File: src/rtl/decoder_seq_if.sv
// decoder_seq_if: request/response bundle for decoder_seq.
//   IN_VALID / IN_READY : request handshake, SEL and MODE qualify a request
//   X / X_VALID / X_READY / X_LAST : decoded-word stream towards the consumer
// master = requester/consumer side, slave = decoder side.
interface decoder_seq_if #(
    parameter int N = 3
) ();
    localparam int W = 1 << N;

    logic          IN_VALID;
    logic          IN_READY;
    logic [N-1:0]  SEL;
    logic [1:0]    MODE;
    logic [W-1:0]  X;
    logic          X_VALID;
    logic          X_READY;
    logic          X_LAST;

    modport master (
        output IN_VALID, SEL, MODE, X_READY,
        input  IN_READY, X, X_VALID, X_LAST
    );

    modport slave (
        input  IN_VALID, SEL, MODE, X_READY,
        output IN_READY, X, X_VALID, X_LAST
    );
endinterface

File: src/rtl/decoder_seq.sv
// decoder_seq: registered N-to-2^N decoder with valid/ready flow control.
//   CLK     rising-edge clock
//   RST     asynchronous active-high reset
//   bus     decoder_seq_if.slave:
//           IN_VALID/IN_READY/SEL/MODE request, X/X_VALID/X_READY/X_LAST word
// MODE: 00/11 one-hot, 01 thermometer, 10 scan (one-hot walk SEL..W-1).
// ACT_LOW inverts X only; handshake flags keep their polarity.
module decoder_seq #(
    parameter int N       = 3,
    parameter bit ACT_LOW = 1'b0
) (
    input  logic         CLK,
    input  logic         RST,
    decoder_seq_if.slave bus
);
    localparam int W = 1 << N;
    localparam logic [W-1:0] INACTIVE = {W{ACT_LOW}};

    typedef enum logic [1:0] {
        ST_IDLE,
        ST_WORD,
        ST_SCAN
    } state_t;

    state_t        state;
    logic          xValid;
    logic          xLast;
    logic [W-1:0]  xReg;
    logic [N-1:0]  cnt;

    logic          inReady;
    logic          accept;
    logic          pop;
    logic [N-1:0]  cntNext;

    function automatic logic [W-1:0] oneHot(input logic [N-1:0] s);
        oneHot = {{(W-1){1'b0}}, 1'b1} << s;
    endfunction

    // Bits strictly below s, plus bit s itself.
    function automatic logic [W-1:0] thermo(input logic [N-1:0] s);
        thermo = ~({W{1'b1}} << s) | oneHot(s);
    endfunction

    function automatic logic [W-1:0] pol(input logic [W-1:0] w);
        pol = ACT_LOW ? ~w : w;
    endfunction

    always_comb begin
        // A new request may land on the same edge the final word leaves.
        inReady = !xValid | (bus.X_READY & xLast);
        accept  = bus.IN_VALID & inReady;
        pop     = xValid & bus.X_READY;
        cntNext = cnt + 1'b1;
    end

    always_ff @(posedge CLK or posedge RST) begin
        if (RST) begin
            state  <= ST_IDLE;
            xValid <= 1'b0;
            xLast  <= 1'b0;
            xReg   <= INACTIVE;
            cnt    <= '0;
        end else if (accept) begin
            xValid <= 1'b1;
            case (bus.MODE)
                2'b01: begin
                    state <= ST_WORD;
                    xReg  <= pol(thermo(bus.SEL));
                    xLast <= 1'b1;
                end
                2'b10: begin
                    state <= ST_SCAN;
                    cnt   <= bus.SEL;
                    xReg  <= pol(oneHot(bus.SEL));
                    xLast <= &bus.SEL;
                end
                default: begin
                    state <= ST_WORD;
                    xReg  <= pol(oneHot(bus.SEL));
                    xLast <= 1'b1;
                end
            endcase
        end else if (pop) begin
            if (state == ST_SCAN && !xLast) begin
                cnt   <= cntNext;
                xReg  <= pol(oneHot(cntNext));
                xLast <= &cntNext;
            end else begin
                state  <= ST_IDLE;
                xValid <= 1'b0;
                xLast  <= 1'b0;
                xReg   <= INACTIVE;
            end
        end
    end

    assign bus.IN_READY = inReady;
    assign bus.X        = xReg;
    assign bus.X_VALID  = xValid;
    assign bus.X_LAST   = xLast;
endmodule

File: src/flat_wrapper.sv
// flat-port wrapper written by rule: the top's interface ports become plain ports
module decoder_seq_flat 
#(
    parameter int N       = 3,
    parameter bit ACT_LOW = 1'b0
)
  (CLK, RST, bus_IN_VALID, bus_SEL, bus_MODE, bus_X_READY, bus_IN_READY, bus_X, bus_X_VALID, bus_X_LAST);
  decoder_seq_if #(.N(N)) bus_i ();
  input  logic CLK;
  input  logic RST;
  input wire logic [$bits(bus_i.IN_VALID)-1:0] bus_IN_VALID;
  input wire logic [$bits(bus_i.SEL)-1:0] bus_SEL;
  input wire logic [$bits(bus_i.MODE)-1:0] bus_MODE;
  input wire logic [$bits(bus_i.X_READY)-1:0] bus_X_READY;
  output wire logic [$bits(bus_i.IN_READY)-1:0] bus_IN_READY;
  output wire logic [$bits(bus_i.X)-1:0] bus_X;
  output wire logic [$bits(bus_i.X_VALID)-1:0] bus_X_VALID;
  output wire logic [$bits(bus_i.X_LAST)-1:0] bus_X_LAST;
  assign bus_i.IN_VALID = bus_IN_VALID;
  assign bus_i.SEL = bus_SEL;
  assign bus_i.MODE = bus_MODE;
  assign bus_i.X_READY = bus_X_READY;
  assign bus_IN_READY = bus_i.IN_READY;
  assign bus_X = bus_i.X;
  assign bus_X_VALID = bus_i.X_VALID;
  assign bus_X_LAST = bus_i.X_LAST;
  decoder_seq #(.N(N), .ACT_LOW(ACT_LOW)) u_core (.CLK(CLK), .RST(RST), .bus(bus_i));
endmodule
File: config.mk
export PLATFORM = sky130hd
export DESIGN_NAME = decoder_seq_flat
export DESIGN_NICKNAME = d
export VERILOG_FILES = /design/src/rtl/decoder_seq_if.sv /design/src/rtl/decoder_seq.sv /design/src/flat_wrapper.sv
export SDC_FILE = /design/constraint.sdc
export NUM_CORES = 1
export LEC_CHECK = 0
export CAP_MARGIN = 30
export CORE_ASPECT_RATIO = 1.75
export CORE_MARGIN = 2
export CORE_UTILIZATION = 40
export CTS_CLUSTER_DIAMETER = 80
export DETAILED_ROUTE_END_ITERATION = 6
export PLACE_DENSITY = 0.67
export SYNTH_ARGS = -nofsm -noshare
export SYNTH_HDL_FRONTEND = slang
export SYNTH_SLANG_ARGS = --single-unit
export TNS_END_PERCENT = 10
File: constraint.sdc
create_clock -name CLK -period 4.4 [get_ports CLK]
set_clock_uncertainty 0.15 [all_clocks]
set_input_delay 0.66 -clock CLK [delete_from_list [all_inputs] [get_ports CLK]]
set_output_delay 0.66 -clock CLK [all_outputs]
set_load 0.005 [all_outputs]
# Word-level counts from Yosys, hierarchy flattened
# Cells that the tools add are included.
classes:
  eq_ne: 5
  muxes: 19
  shift: 3
  n_reduce_logical: 9
  add_sub_neg: 1
  bitwise: 6
ops:
  columns: ["cell", "count"]
  rows:
  - ["$mux W8", 4]
  - ["$shl A1 B3 Y8 const A", 2]
  - ["$mux W3", 4]
  - ["$reduce_and A3 Y1", 3]
  - ["$mux W2", 4]
  - ["$not A8 Y8", 1]
  - ["$or A8 B8 Y8", 1]
  - ["$shl A8 B3 Y8 const A", 1]
  - ["$mux W1", 7]
  - ["$eq A2 B2 Y1 const B", 2]
  - ["$reduce_bool A2 Y1", 2]
  - ["$add A3 B1 Y3 const B", 1]
  - ["$and A1 B1 Y1", 3]
  - ["$eq A2 B1 Y1 const B", 1]
  - ["$logic_not A1 Y1", 2]
  - ["$ne A2 B1 Y1 const B", 1]
  - ["$ne A2 B2 Y1 const B", 1]
  - ["$reduce_and A2 Y1", 1]
  - ["$logic_and A1 B1 Y1", 1]
  - ["$or A1 B1 Y1", 1]
totals:
  register_bits: 15
  output_inout_bits: 11
  inputBits: 9

# Longest topological paths before layout
# Gate-level depths: netlist (run 1).
depth:
  ltp_word: 5
  ltp_mapped: 5
  depth_no_buf: 5

# Least setup slack after synthesis (run 1)
# OpenSTA, ideal clock, no wires.
synth_path:
  path_type: "input to register"
  start: "input bus_SEL[1]"
  end: "register u_core.xReg[5], in the netlist u_core.bus.X[5]"
  setup_time_ps: 130
  path_slack_ps: 2615
  stages: 4
  t_required_ps: 4120
  arrival_time_ps: 1505
  path_cell_list: "clkbuf_1 mux2_2 a32oi_1 a21oi_1"
synth_between:
  elab_chain_cells: 5
  elab_cells_between_ends: 6
  classes_between: "2 x shift; 2 x mux; 2 x bitwise"
synth_rtl:
  columns: ["element", "line_no", "rtl"]
  rows:
  - ["start, declared", "flat_wrapper.sv:12", "input wire logic [$bits(bus_i.SEL)-1:0] bus_SEL;"]
  - ["$shl A8 B3 Y8", "decoder_seq.sv:42", "thermo = ~({W{1'b1}} << s) | oneHot(s);"]
  - ["$not A8 Y8", "decoder_seq.sv:42", null]
  - ["$or A8 B8 Y8", "decoder_seq.sv:42", null]
  - ["$mux W8 *", null, null]
  - ["$mux W8 *", "decoder_seq.sv:64", "end else if (accept) begin"]
  - ["end signal, assigned", "decoder_seq.sv:69", "xReg <= pol(thermo(bus.SEL));"]
  - ["end signal, assigned", "decoder_seq.sv:75", "xReg <= pol(oneHot(bus.SEL));"]
  - ["end signal, assigned", "decoder_seq.sv:80", "xReg <= pol(oneHot(bus.SEL));"]
  - ["end, declared", "decoder_seq.sv:28", "logic [W-1:0] xReg;"]
# Every way passes the cells marked *; elsewhere a longest branch is shown, timed or not.
# A chain may end at the register's enable or synchronous reset.

# Final worst setup path (run 1)
layout_path:
  start: "input bus_X_READY"
  end: "output bus_IN_READY"
layout_between:
  elab_chain_cells: 2
layout_rtl:
  columns: ["element", "line_no", "rtl"]
  rows:
  - ["start, declared", "flat_wrapper.sv:14", "input wire logic [$bits(bus_i.X_READY)-1:0] bus_X_READY;"]
  - ["$and A1 B1 Y1", "decoder_seq.sv:51", "inReady = !xValid | (bus.X_READY & xLast);"]
  - ["$or A1 B1 Y1", "decoder_seq.sv:51", null]
  - ["end, declared", "flat_wrapper.sv:15", "output wire logic [$bits(bus_i.IN_READY)-1:0] bus_IN_READY;"]
# Every way passes these cells.

==> summary.txt, run 1 <==
Status
  – Status: complete, no violations

Cells and area
  – Fill count: 223
  – Final net count: 142
  – Share of post-route cells with drive strength above 1: 7.874%
  – Ant. Diodes: 0
  – Register area: 375.4 µm²
  – Area Growth Syn to Fin: 25.92%
  – Area of the multi-input gates: 543.0 µm²

Floorplanning
  – Die Ht: 68.67 µm
  – Io pins: 20
  – Rows: 23
  – Initial Utilization: 42.05%
  – Die width: 40.96 µm
  – Core Footprint: 2273 µm²
  – Die Area: 2812 µm²

Detailed routing
  – Vias: 913
  – Detailed-route DRC error count: 0
  – Antenna Violating Nets Remaining: 0
  – Vias per cell: 6.007
  – Routed wire length: 2336 µm
  – Wire per inst: 15.37 µm
  – Initial DRC Count: 24
  – Pre-antenna DRT Iters: 4

Synth
  – Cell variety after synth: 39
  – Yosys reg bits: 15
  – Synth warn: 0
  – Post-synth EDFFs: 0
  – Area contributors post-synth: dfrtp_1 (39%), ha_1 (6.5%), nor2_1 (5.1%)
  – Net Count, Synth: 121
  – Synth Instances: 107
  – Primary FF master, synth: dfrtp_1
  – Async S/R FF share, synth: 100.0%
  – Area share of the largest cell type after synthesis: 39.27%
  – Most frequent cell after synthesis: dfrtp_1
  – Avg Cell Area, Syn: 8.934 µm²
  – Area of the mapped netlist: 955.9 µm²
  – Register area share after synthesis: 39.27%
  – Post-synth top cells: dfrtp_1 (15), nor2_1 (13), nand2_1 (11)
  – Area leader, netlist: dfrtp_1

Setup path
  – Kind of end point of the critical path: output port
  – R2R Setup Slk: 2.49 ns
  – Worst-path cell with the longest stage delay: clkdlybuf4s50_1
  – CP arrival: 1.89 ns
  – Setup crit start kind: input port
  – Critical Setup Path Class: input port to output port
  – Slowest stage delay, CP: 0.55 ns
  – Worst path cell trace: clkdlybuf4s50_1 -> a21bo_4 -> clkdlybuf4s50_1
  – Worst Path Required: 3.59 ns
  – CP most frequent cell: clkdlybuf4s50_1
  – CP max FO: 5

STA
  – RSZ-0062 raised after global routing: no
  – FMAX: 370.3 MHz
  – TNS Setup: 0 ns
  – Final period util: 61.37%
  – Minimum clock period: 2.700 ns
  – WHS: 0.3627 ns
  – Max Slew Vio Count: 0
  – Final hold violations: 0
  – Slew @ Worst Pin: 0.6131 ns
  – # setup viols final: 0
  – Slew HR: 59.08%

Global route
  – Largest net degree at the start of global routing: 16
  – Global-route usage over all layers: 19.97%
  – Vias in the first global route: 854
  – Overflow after GRT: 0
  – Initial antenna violation count: 0
  – Global-route wire length before repair: 3677 µm

Clocking
  – Clock root buffer: clkbuf_8
  – CTS resizes: 0
  – Num CTS Buffers: 3
  – Clock Sinks: 15
  – Worst-path clk slew: 0.06 ns
  – CTS Hold Bufs: 0
  – CTS tree: yes
  – Worst-Skew Late Latency: 0.25 ns
  – Clock Path Buffers: 2
  – Post-CTS Setup Inserts: 0
  – H-tree levels: 1

Hold path
  – Hold Crit Class: flip-flop to flip-flop

Placement
  – Port buffer count: 19
  – Post-DP HPWL: 1776 µm
  – Gpl congestion: 0.8704

Job
  – Max-cap violations: 0

Power
  – Max VDD drop: 0.0002651 V
  – Power Density: 508.0 nW/µm²
  – Lkg Pwr: 0.5213 nW
## placed cells by master, fill, tap and decap left out, types with 3 or more instances in the layout
master | netlist | layout
clkbuf_8 | 0 | 3
a32oi_1 | 3 | 3
dfrtp_1 | 15 | 15
a21oi_1 | 6 | 6
a31oi_1 | 3 | 3
and3_1 | 3 | 3
nor2_1 | 13 | 13
clkdlybuf4s50_1 | 0 | 19
ha_1 | 5 | 5
o21ai_0 | 7 | 7
nand2_1 | 11 | 11
inv_1 | 5 | 5
## power breakdown
part / internal (mW) / switching [mW] / total (mW)
clock network: 0.0643 / 0.0496 / 0.114
registers: 0.187 / 0.0428 / 0.229
logic: 0.139 / 0.129 / 0.268
## layer usage
layer  GRT usage (%)  vias up  part of all wire (%)
li1                -      431                     -
met1           21.70      449                    38
met2           32.23       25                    54
met3           2.564        8                   3.3
met4           16.25        0                   4.4
met5               0        -                     0
## worst paths after layout
path / from / endpoint / depth (start not counted)
max in group asynchronous: RST / u_core.bus.X_VALID / 2
worst max-delay path: bus_X_READY / bus_IN_READY / 3
worst max register to register: u_core.bus.X_LAST / u_core.bus.X[4] / 4
min in group asynchronous: RST / u_core.cnt[0] / 2
worst min-delay path: u_core.state[0] / u_core.state[0] / 2
worst min register to register: u_core.state[0] / u_core.state[0] / 2
## flip-flops by register name, indices dropped and copies added, names as in the netlist
signal	cells
u_core.bus.X_VALID	1
u_core.state	2
u_core.cnt	3
u_core.bus.X_LAST	1
u_core.bus.X	8
## logic make-up (layout without fill, tap and decap cells)
logic type,Yosys count,after routing,share of synthesized area (%)
AND/OR/NAND/NOR,43,43,22.38
buffers and inverters,8,28,3.927
adder cells (fa/ha/maj),5,5,6.545
AO/OA/AOI/OAI,33,33,24.74
XOR/XNOR,1,1,0.9164
multiplexers,2,2,2.225
flip-flops,15,15,39.27
## metrics by stage
stage	worst slack (ns)	std cells	utilization [%]	total power [mW]	cell area, µm²
after floorplan	2.615	107	-	0.3844	955.9
after global placement	1.726	148	50.96	0.4942	1159
after detailed placement	1.699	148	50.96	0.5030	1159
after CTS	1.695	152	52.94	0.6183	1204
after global routing	1.641	152	52.94	0.6604	1204
final	1.700	152	52.94	0.6115	1204
## critical path: cells and delay by family
family,cells,cell delay [ns]
buffers and inverters,2,1.05
AOI/OAI and AO/OA,1,0.18
## area by class of cell
cell class              count  area share, %
inverters                   5          1.559
clock buffers               4          3.742
multi-input cells          84          45.11
repair buffers             19          15.80
well taps                  25          2.599
flip-flops and latches     15          31.19
Note: power is estimated with default switching activity, not from simulation.
==> inputs of run 2 (changes only) <==
--- a/config.mk
+++ b/config.mk
@@ -11,7 +11,7 @@
 export CORE_UTILIZATION = 40
 export CTS_CLUSTER_DIAMETER = 80
 export DETAILED_ROUTE_END_ITERATION = 6
-export PLACE_DENSITY = 0.67
+export PLACE_DENSITY = 0.7
 export SYNTH_ARGS = -nofsm -noshare
 export SYNTH_HDL_FRONTEND = slang
 export SYNTH_SLANG_ARGS = --single-unit
==> constraint.sdc (replaced) <==
create_clock -name CLK -period 2.4 [get_ports CLK]
set_clock_uncertainty 0.15 [all_clocks]
set_input_delay 0.36 -clock CLK [delete_from_list [all_inputs] [get_ports CLK]]
set_output_delay 0.36 -clock CLK [all_outputs]
set_load 0.005 [all_outputs]
==> summary.txt, run 2 (synthesized netlist as in run 1, its figures left out) <==
Status
  – Status: complete, no violations

STA
  – # setup viols final: 0 (unchanged)
  – FMAX: 474.6 MHz
  – Slew @ Worst Pin: 0.5723 ns (-0.04087 ns)
  – Slew HR: 61.81% (+2.7 points)
  – Final period util: 87.80%
  – WHS: 0.3121 ns (-0.05056 ns)
  – RSZ-0062 raised after global routing: no
  – Max Slew Vio Count: 0 (unchanged)
  – Final hold violations: 0 (unchanged)
  – TNS Setup: 0 ns (unchanged)
  – Minimum clock period: 2.107 ns

Detailed routing
  – Wire per inst: 15.66 µm (+1.9%)
  – Routed wire length: 2412 µm (+3.3%)
  – Antenna Violating Nets Remaining: 0 (unchanged)
  – Vias: 929 (+1.8%)
  – Initial DRC Count: 32 (+33%)
  – Detailed-route DRC error count: 0 (unchanged)
  – Pre-antenna DRT Iters: 4 (unchanged)
  – Vias per cell: 6.032 (+0.43%)

Placement
  – Gpl congestion: 0.9032 (+3.8%)
  – Port buffer count: 19 (unchanged)
  – Post-DP HPWL: 1801 µm (+1.4%)

Power
  – Clock Power Share: 18.4% (-0.2 points)
  – Switching part of the total: 36.34% (+0.13 points)
  – Lkg Pwr: 0.5313 nW (+1.9%)
  – Sequential Power Share: 37.6% (about the same)
  – Max VDD drop: 0.0004177 V (+58%)
  – Power Density: 925.5 nW/µm² (+82%)
  – Gate power share: 44.0% (about the same)
  – Psw: 409.8 µW (+85%)
  – Internal power: 718.1 µW (+84%)

Global route
  – Overflow after GRT: 0 (unchanged)
  – Vias in the first global route: 893 (+4.6%)
  – Global-route usage over all layers: 19.66% (-0.31 points)
  – Global-route wire length before repair: 3705 µm (+0.76%)
  – Largest net degree at the start of global routing: 16 (unchanged)
  – Initial antenna violation count: 0 (unchanged)

Clocking
  – Clock root buffer: clkbuf_8
  – CTS resizes: 0 (unchanged)
  – CTS Hold Bufs: 0 (unchanged)
  – Worst-Skew Late Latency: 0.25 ns (about the same)
  – Clock Sinks: 15 (unchanged)
  – CTS tree: yes
  – H-tree levels: 1 (unchanged)
  – Post-CTS Setup Inserts: 0 (unchanged)
  – Clock Path Buffers: 2 (unchanged)
  – Num CTS Buffers: 3 (unchanged)
  – Worst-path clk slew: 0.06 ns (about the same)

Setup path
  – Worst path cell trace: clkdlybuf4s50_1 -> a21bo_4 -> clkdlybuf4s50_1
  – CP max FO: 5 (unchanged)
  – Critical Setup Path Class: input port to output port
  – Slowest stage delay, CP: 0.56 ns (about the same)
  – Setup crit start kind: input port
  – CP arrival: 1.60 ns (-0.29 ns)
  – Kind of end point of the critical path: output port
  – Family with the most delay on the worst path: buffers and inverters
  – CP Buf/Inv Count: 2 (unchanged)
  – Worst-path cell with the longest stage delay: clkdlybuf4s50_1
  – Worst Path Required: 1.89 ns (-1.70 ns)
  – CP most frequent cell: clkdlybuf4s50_1

Floorplanning
  – Die Ht: 68.67 µm (unchanged)
  – Die Area: 2812 µm² (unchanged)
  – Initial Utilization: 42.05% (unchanged)
  – Die width: 40.96 µm (unchanged)
  – Io pins: 20 (unchanged)
  – Rows: 23 (unchanged)
  – Core Footprint: 2273 µm² (unchanged)

Cells and area
  – Final net count: 144 (+1.4%)
  – Fill count: 232 (+4.0%)
  – Area Growth Syn to Fin: 27.49%
  – Most common library cell in the layout ignoring fill and taps: clkdlybuf4s50_1
  – Commonest non-fill, non-tap cells in the layout: clkdlybuf4s50_1 (19), dfrtp_1 (15), nor2_1 (13)
  – Largest register FFs: 8 (unchanged)
  – Share of post-route cells with drive strength above 1: 9.302% (+1.4 points)
  – Ant. Diodes: 0 (unchanged)
  – Finished Core Util: 53.60% (+0.66 points)

Job
  – Max-cap violations: 0 (unchanged)

Hold path
  – Hold Crit Class: input port to async pin
==> run 2: path summary, 6_finish.rpt <==
| path | start | end | slack (ns) | depth (start not counted) |
|---|---|---|---|---|
| max | bus_X_READY | bus_IN_READY | 0.29 | 3 |
| min | RST | u_core.bus.X[2] | 0.31 | 2 |
| max reg2reg | u_core.cnt[0] | u_core.bus.X[5] | 0.61 | 5 |
| min reg2reg | u_core.state[0] | u_core.state[0] | 0.37 | 2 |
| max in group asynchronous | RST | u_core.cnt[1] | 1.42 | 2 |
| min in group CLK | u_core.state[0] | u_core.state[0] | 0.37 | 2 |
==> run 2: cell type report <==
| class | count | area [µm²] | share of cell area [%] |
|---|---|---|---|
| Inverter | 5 | 18.77 | 1.540 |
| Sequential cell | 15 | 375.4 | 30.80 |
| Timing Repair Buffer | 21 | 205.2 | 16.84 |
| Tap cell | 25 | 31.28 | 2.567 |
| Multi-Input combinational cell | 84 | 543.0 | 44.56 |
| Clock buffer | 4 | 45.04 | 3.696 |
==> run 2: power groups by stage <==
| stage | sequential, mW | combinational (mW) | clock [mW] |
|---|---|---|---|
| global route | 0.438 | 0.548 | 0.225 |
| detailed placement | 0.429 | 0.495 | 0 |
| finish | 0.424 | 0.496 | 0.208 |
| CTS | 0.425 | 0.498 | 0.210 |
| floorplan | 0.418 | 0.287 | 0 |
| global placement | 0.426 | 0.490 | 0 |
==> run 2: through the flow <==
stage	instance area, µm²	total power, mW	instances	setup WS (ns)
2_1_floorplan	955.9	0.7047	107	0.8347
3_3_place_gp	1174	0.9160	150	0.3235
3_5_place_dp	1174	0.9236	150	0.3009
4_1_cts	1219	1.133	154	0.2970
5_1_grt	1219	1.211	154	0.2523
6_report	1219	1.128	154	0.2928
==> run 2: metal layers <==
layer	up-vias	track usage, %	part of all wire [%]
met1	450	19.68	40
met4	0	11.67	2.0
met5	-	0	0
li1	433	-	-
met3	5	3.846	4.7
met2	41	34.57	53
==> run 2: worst reg2reg max path: cells and delay by family (launching register included) <==
family | cells | cell delay, ns
xor gates and xnor gates | 1 | 0.18
adders and majority gates | 1 | 0.26
DFF | 1 | 0.44
AOI/OAI and AO/OA | 3 | 0.69
==> inputs of run 3 (changes only) <==
--- a/config.mk
+++ b/config.mk
@@ -5,7 +5,7 @@
 export SDC_FILE = /design/constraint.sdc
 export NUM_CORES = 1
 export LEC_CHECK = 0
-export CAP_MARGIN = 30
+export CAP_MARGIN = 20
 export CORE_ASPECT_RATIO = 1.75
 export CORE_MARGIN = 2
 export CORE_UTILIZATION = 40
==> results of run 3 <==
No change in the layout: final DEF, timing and power equal those of run 2.
